===== src/rtl/bp_fe_pkg.sv =====
// Shared fetch-engine definitions.
//   rv64_eaddr_width_gp : effective address width
//   btb_offset_width_gp : low address bits below the BTB index; the BTB and its
//                         update queue both use this so they agree on the index split
//   bp_fe_btb_update_s  : one pending BTB write (branch site + target)
package bp_fe_pkg;

    localparam int unsigned rv64_eaddr_width_gp = 64;
    localparam int unsigned btb_offset_width_gp = 2;

    typedef struct packed {
        logic [rv64_eaddr_width_gp-1:0] br_addr;
        logic [rv64_eaddr_width_gp-1:0] tgt;
    } bp_fe_btb_update_s;

endpackage


===== src/rtl/bp_fe_btb_update_match.sv =====
// Index comparator for the BTB update queue.
//   entry_idx_i : BTB index held by each queue entry
//   valid_i     : entries taking part in the comparison
//   idx_i       : index of the incoming update
//   match_oh_o  : one-hot match vector (at most one entry per index is held)
//   hit_o       : some entry matched
module bp_fe_btb_update_match
    import bp_fe_pkg::*;
#(
    parameter int unsigned queue_els_p     = 4,
    parameter int unsigned btb_idx_width_p = 6
) (
    input  logic [queue_els_p-1:0][btb_idx_width_p-1:0] entry_idx_i,
    input  logic [queue_els_p-1:0]                      valid_i,
    input  logic [btb_idx_width_p-1:0]                  idx_i,
    output logic [queue_els_p-1:0]                      match_oh_o,
    output logic                                        hit_o
);

    always_comb begin
        match_oh_o = '0;
        for (int i = 0; i < queue_els_p; i++) begin
            match_oh_o[i] = valid_i[i] & (entry_idx_i[i] == idx_i);
        end
    end

    assign hit_o = |match_oh_o;

endmodule


===== src/rtl/bp_fe_btb_update_queue.sv =====
// Coalescing queue between backend branch resolution and the BTB write port.
// Taken updates are buffered (one entry per BTB index) and drained when fetch
// is not reading the BTB, when the queue is full, or when the head has been
// held off for stall_max_p cycles.
//   clk_i, reset_n_i             : clock, asynchronous active-low reset
//   upd_v_i / upd_ready_o        : update handshake from the backend
//   upd_br_addr_i, upd_tgt_i     : branch site and resolved target
//   upd_taken_i                  : not-taken updates are accepted and dropped
//   fe_r_v_i                     : fetch is reading the BTB this cycle
//   w_v_o, w_addr_o, br_tgt_o    : BTB write port (always accepted)
//   empty_o                      : queue holds no entries
module bp_fe_btb_update_queue
    import bp_fe_pkg::*;
#(
    parameter int unsigned btb_idx_width_p = 6,
    parameter int unsigned queue_els_p     = 4,
    parameter int unsigned stall_max_p     = 8,
    localparam int unsigned eaddr_width_lp      = rv64_eaddr_width_gp,
    localparam int unsigned btb_offset_width_lp = btb_offset_width_gp
) (
    input  logic                      clk_i,
    input  logic                      reset_n_i,
    input  logic                      upd_v_i,
    output logic                      upd_ready_o,
    input  logic [eaddr_width_lp-1:0] upd_br_addr_i,
    input  logic [eaddr_width_lp-1:0] upd_tgt_i,
    input  logic                      upd_taken_i,
    input  logic                      fe_r_v_i,
    output logic                      w_v_o,
    output logic [eaddr_width_lp-1:0] w_addr_o,
    output logic [eaddr_width_lp-1:0] br_tgt_o,
    output logic                      empty_o
);

    localparam int unsigned ptr_w_lp = $clog2(queue_els_p);
    localparam int unsigned cnt_w_lp = $clog2(stall_max_p + 1);
    localparam logic [cnt_w_lp-1:0] stall_max_lp = cnt_w_lp'(stall_max_p);

    bp_fe_btb_update_s mem_q [queue_els_p];
    logic [queue_els_p-1:0] valid_q, valid_d;
    // Pointers carry an extra wrap bit to tell full from empty.
    logic [ptr_w_lp:0] wptr_q, wptr_d, rptr_q, rptr_d;
    logic [cnt_w_lp-1:0] starve_q, starve_d;
    logic ready_q;

    logic [ptr_w_lp-1:0] rd_idx, wr_idx;
    logic full, empty, deq, enq_fire, alloc, hit;
    logic [btb_idx_width_p-1:0] upd_idx;
    logic [queue_els_p-1:0][btb_idx_width_p-1:0] entry_idx;
    logic [queue_els_p-1:0] deq_oh, tail_oh, match_oh, match_valid, wen;

    assign rd_idx = rptr_q[ptr_w_lp-1:0];
    assign wr_idx = wptr_q[ptr_w_lp-1:0];
    assign empty  = (wptr_q == rptr_q);
    assign full   = (wptr_q[ptr_w_lp] != rptr_q[ptr_w_lp]) &&
                    (wptr_q[ptr_w_lp-1:0] == rptr_q[ptr_w_lp-1:0]);

    // ready_q holds ready low through reset and the first edge after release.
    assign upd_ready_o = ready_q & ~full;
    assign empty_o     = empty;
    assign w_v_o       = ~empty & (~fe_r_v_i | full | (starve_q == stall_max_lp));
    assign w_addr_o    = mem_q[rd_idx].br_addr;
    assign br_tgt_o    = mem_q[rd_idx].tgt;

    assign deq      = w_v_o;
    assign enq_fire = upd_v_i & upd_ready_o & upd_taken_i;
    assign upd_idx  = upd_br_addr_i[btb_offset_width_lp +: btb_idx_width_p];
    assign deq_oh   = deq ? (queue_els_p'(1) << rd_idx) : '0;
    assign tail_oh  = queue_els_p'(1) << wr_idx;

    always_comb begin
        entry_idx = '0;
        for (int i = 0; i < queue_els_p; i++) begin
            entry_idx[i] = mem_q[i].br_addr[btb_offset_width_lp +: btb_idx_width_p];
        end
    end

    // A departing head must not absorb a new update, or that update would be lost.
    assign match_valid = valid_q & ~deq_oh;

    bp_fe_btb_update_match #(
        .queue_els_p     (queue_els_p),
        .btb_idx_width_p (btb_idx_width_p)
    ) u_match (
        .entry_idx_i (entry_idx),
        .valid_i     (match_valid),
        .idx_i       (upd_idx),
        .match_oh_o  (match_oh),
        .hit_o       (hit)
    );

    assign alloc = enq_fire & ~hit;
    assign wen   = (alloc ? tail_oh : '0) | ({queue_els_p{enq_fire}} & match_oh);

    always_comb begin
        valid_d = (valid_q & ~deq_oh) | (alloc ? tail_oh : '0);
        wptr_d  = alloc ? wptr_q + 1'b1 : wptr_q;
        rptr_d  = deq ? rptr_q + 1'b1 : rptr_q;
        if (deq || empty) begin
            starve_d = '0;
        end else if (starve_q != stall_max_lp) begin
            starve_d = starve_q + 1'b1;
        end else begin
            starve_d = starve_q;
        end
    end

    always_ff @(posedge clk_i or negedge reset_n_i) begin
        if (!reset_n_i) begin
            valid_q  <= '0;
            wptr_q   <= '0;
            rptr_q   <= '0;
            starve_q <= '0;
            ready_q  <= 1'b0;
        end else begin
            valid_q  <= valid_d;
            wptr_q   <= wptr_d;
            rptr_q   <= rptr_d;
            starve_q <= starve_d;
            ready_q  <= 1'b1;
        end
    end

    // Payload storage needs no reset; valids qualify it.
    always_ff @(posedge clk_i) begin
        for (int i = 0; i < queue_els_p; i++) begin
            if (wen[i]) begin
                mem_q[i] <= '{br_addr: upd_br_addr_i, tgt: upd_tgt_i};
            end
        end
    end

endmodule

===== config.mk =====
export PLATFORM = sky130hd
export DESIGN_NAME = bp_fe_btb_update_queue
export DESIGN_NICKNAME = d
export VERILOG_FILES = /design/src/rtl/bp_fe_pkg.sv /design/src/rtl/bp_fe_btb_update_match.sv /design/src/rtl/bp_fe_btb_update_queue.sv
export SDC_FILE = /design/constraint.sdc
export NUM_CORES = 1
export LEC_CHECK = 0
export ABC_AREA = 1
export ABC_CLOCK_PERIOD_IN_PS = 6400
export BUFFER_PORTS_ARGS = -buffer_cell sky130_fd_sc_hd__buf_2
export CORE_ASPECT_RATIO = 1.25
export CORE_MARGIN = 2
export CORE_UTILIZATION = 28
export CTS_CLUSTER_DIAMETER = 40
export DETAILED_ROUTE_END_ITERATION = 8
export GPL_TIMING_DRIVEN = 0
export PLACE_DENSITY = 0.44
export SETUP_SLACK_MARGIN = 0.02
export SLEW_MARGIN = 5
export SYNTH_ARGS = -nofsm -noshare
export SYNTH_HDL_FRONTEND = slang
export SYNTH_SLANG_ARGS = --single-unit

===== constraint.sdc =====
create_clock -name clk_i -period 6.4 [get_ports clk_i]
set_clock_uncertainty 0.1 [all_clocks]
set_input_delay 0.32 -clock clk_i [delete_from_list [all_inputs] [get_ports clk_i]]
set_output_delay 0.32 -clock clk_i [all_outputs]
set_load 0.005 [all_outputs]

==> metrics.md <==
| Metric | Value |
|---|---|
| Xor/xnor cell area share of the yosys netlist | less than 1% |
| Global route total overflow | 0 |
| M1 GR Usage | around a fifth |
| Worst-Skew Late Latency | roughly 0.60 ns |
| Hold Crit Class | primary input to asynchronous set/reset pin |
| Synthesized area per cell | ~14 sq um |
| CP max FO | 37 |
| First-pass GRT wire length | 90.0 mm |
| Syn nets | 1562 |
| Clk sink count | between 500 and 600 |
| DP Wirelength | roughly 38 mm |
| Core area | roughly 71000 sq um |
| Clk Tree Root Cell | clkbuf_16 |
| Post-route ant nets | 0 |
| WP data arrival | approximately 5.0 ns |
| Initial core utilization | 28.3% |
| Tmin final | between 4 and 5 ns |
| Maximum capacitance violations | 0 |
| Max Fclk | 209 MHz |
| Synth Flop Type | edfxtp_1 |
| H-tree depth | 3 |
| CTS tree | yes |
| Post-CTS sizing | 0 |
| Area growth, synth to finish | 33.9% |
| EDFF count, synth | roughly 500 |
| Number of global-route vias before repair | between 10000 and 15000 |
| Chip height | around 300 um |
| Post-Place Worst Slack | between 1 and 1.5 ns |
| Die area | approximately 74000 sq um |
| CP max stage cell | clkbuf_1 |
| Drt total wl | between 60 and 70 mm |
| CP Class | register to register |
| Final max-slew violation count | 0 |
| Pwr Density | approximately 450 nW/um^2 |
| VDD IR max | about 200 uV |
| RSZ-0062 raised after global routing | no |
| Post-Layout Inst Area | between 20000 and 30000 sq um |
| Dominant combinational cell family by area after synthesis | compound AO/OA/AOI/OAI gates |
| Synth Area in Simple Gates | under 10% |
| All-Layer GR Usage | around 16% |
| Startpoint types | register |
| Design Power | around 12 mW |
| Cell leakage power | ~9.4 nW |
| DR pass1 iterations | 5 |
| Final Hold Vio Count | 0 |
| Slew margin rel. | a little over a fifth |
| Synth top area cells | edfxtp_1 (77%), o21ai_0 (6.5%), nor2_1 (5.0%) |
| Final setup fails | 0 |
| Met2 Use GR | between 20% and 30% |
| Largest net degree at the start of global routing | 50 |
| Crit-path leading delay family | buffers and inverters |
| Asr flop ratio synth | under 10% |
| Synth Area in Compound Gates | between 10% and 20% |
| Outcome | completed |
| Synth Instances | 1419 |
| Synth area leader | edfxtp_1 |
| DRC Markers | 0 |
| Initial antenna violation count | 4 |
| Post-synthesis adder-cell area fraction | less than 1% |
| Drt via density | about 4.6 |
| Fin crit share | about three quarters |
| Initial DRC Count | slightly above 800 |
| Post-synthesis sequential area ratio | approximately four fifths |
| CP required | approximately 6.6 ns |
| I/O Buffers | between 200 and 300 |
| CTS Hold Bufs | approximately 130 |
| Final worst slack | between 1.5 and 2 ns |
| Worst Setup End Kind | register |
| CTS max path bufs | 3 |
| Worst Max-Slew Pin Slew | 1.18 ns |
| Post-synth top area share | between 70% and 80% |
| CTS buffer count | around 80 |
| I/O Pins | about 260 |
| Clock transition at path regs | ~0.05 ns |
| Cell Area, Synth | ~20000 sq um |
| Post CTS Setup Buffer Count | 0 |
| Met3 usage | between 3 and 4% |
| Synthesis Warnings | 0 |
| Post-synthesis mux area share | 0% |
| Fin nets | between 2000 and 2500 |
| Post-DP Area | approximately 23000 sq um |
| Die X | approximately 240 um |
| Number of cells on the critical path | 14 |
| Worst R2R Path Depth | 14 |
| Ratio of cells with drive above 1 in the final layout | about 22% |
| Synthesized flop and latch total | ~530 |
| Worst path cell trace | buf_6 -> inv_4 -> clkbuf_1 -> clkbuf_1 -> ha_1 -> nand3_1 -> nand3_1 -> inv_2 -> nor2_8 -> nand3_2 -> nand2_4 -> buf_16 -> buf_16 -> buf_12 |
| Wire per inst | 21.0 um |
| Worst Path Buf+Inv | 8 |
| DR vias | 13300 |
| Number of distinct library cells after synthesis | 27 |
| Routability cong. | between 0.7 and 0.8 |
| Rows | roughly 110 |
| GR peak layer | met2 |
| Max incr delay on CP | between 0.7 and 0.8 ns |
==> Yosys cell counts (5+ instances only) <==
library cell    n
xor2_1         11
nand2_1        52
nor2_1        269
dfrtp_1        15
nand3_2         9
inv_1          23
nand4_1         5
ha_1           10
o22ai_1       125
o21ai_0       260
edfxtp_1      512
clkbuf_1       80
nand3_1        14
xnor2_1         8
==> registers in the layout (all words and copies together) (netlist names) <==
name      count
wptr_q        3
starve_q      4
mem_q       512
ready_q       1
rptr_q        3
valid_q       4
==> area by class of cell <==
type / instances / area (sq um)
Antenna cell: 1 / 2.50
Buffer: 85 / 338
Clock buffer: 94 / 2160
Clock inverter: 53 / 528
Fill cell: 6889 / 44000
Inverter: 27 / 104
Multi-Input combinational cell: 780 / 3930
Sequential cell: 527 / 15800
Tap cell: 943 / 1180
Timing Repair Buffer: 404 / 2900
==> power by group <==
| part | switching [mW] | internal [mW] |
|---|---|---|
| registers | 0.0679 | 4.03 |
| clock network | 1.61 | 2.72 |
| logic | 2.43 | 1.14 |
| total | 4.10 | 7.89 |
==> logic make-up (layout without fill, tap and decap cells) <==
family / count (synthesis) / in the layout
buffers and inverters: 112 / 663
flip-flops: 527 / 527
adder cells (fa/ha/maj): 10 / 10
XOR/XNOR: 19 / 19
AO/OA/AOI/OAI: 391 / 391
other: 1 / 2
AND/OR/NAND/NOR: 359 / 359
==> final timing paths <==
check,start,end,slack [ns]
min reg2reg,valid_q[1],valid_q[1],0.40
min in group clk_i,fe_r_v_i,starve_q[2],0.10
max reg2reg,rptr_q[1],mem_q[1][95],1.61
min,reset_n_i,valid_q[2],0.09
max in group asynchronous,reset_n_i,starve_q[1],5.81
max,rptr_q[1],mem_q[1][95],1.61
==> worst register-to-register path: cells and delay by family (launching register included) <==
family / cells / cell delay [ns]
buffers and inverters: 8 / 2.61
AND/OR/NAND/NOR: 5 / 1.03
flip-flops: 1 / 0.41
adder cells (fa/ha/maj): 1 / 0.26
==> cell usage in the layout (no fill, tap or decap), types with 2 or more instances in the layout <==
cell and n:
edfxtp_1 512, nor2_1 269, buf_2 266, o21ai_0 260, dlygate4sd3_1 129, o22ai_1 125, clkbuf_1 89, clkbuf_16 85
nand2_1 48, inv_1 23, dfrtp_1 15, nand3_1 14, inv_6 12, xor2_1 11, ha_1 10, clkinvlp_4 10
nand3_2 9, clkinv_1 9, xnor2_1 8, clkinv_2 8, bufinv_16 7, buf_16 7, clkinv_4 6, nand2_4 5
nand4_1 5, buf_12 5, inv_2 3, nand2_2 3, or2_2 3, a21oi_1 3, o21bai_1 3, buf_6 2
==> per-layer routing <==
layer / vias up / wire, um
met1: 6594 / 26400
met2: 320 / 30300
met3: 76 / 3200
met4: 4 / 1090
li1: 6298 / -
met5: - / 24
==> per-stage QoR <==
stage / utilization (%) / setup TNS, ns / cells / hold slack (ns)
2_1_floorplan: - / 0 / 1419 / -0.0756
3_3_place_gp: 31.8 / -1561.14 / 2625 / 0.172
3_5_place_dp: 32.3 / 0 / 2637 / 0.174
4_1_cts: 37.9 / 0 / 2913 / 0.0447
5_1_grt: 37.9 / 0 / 2914 / 0.0961
6_report: 37.9 / 0 / 2914 / 0.0943
(Power assumes the default switching activity.)
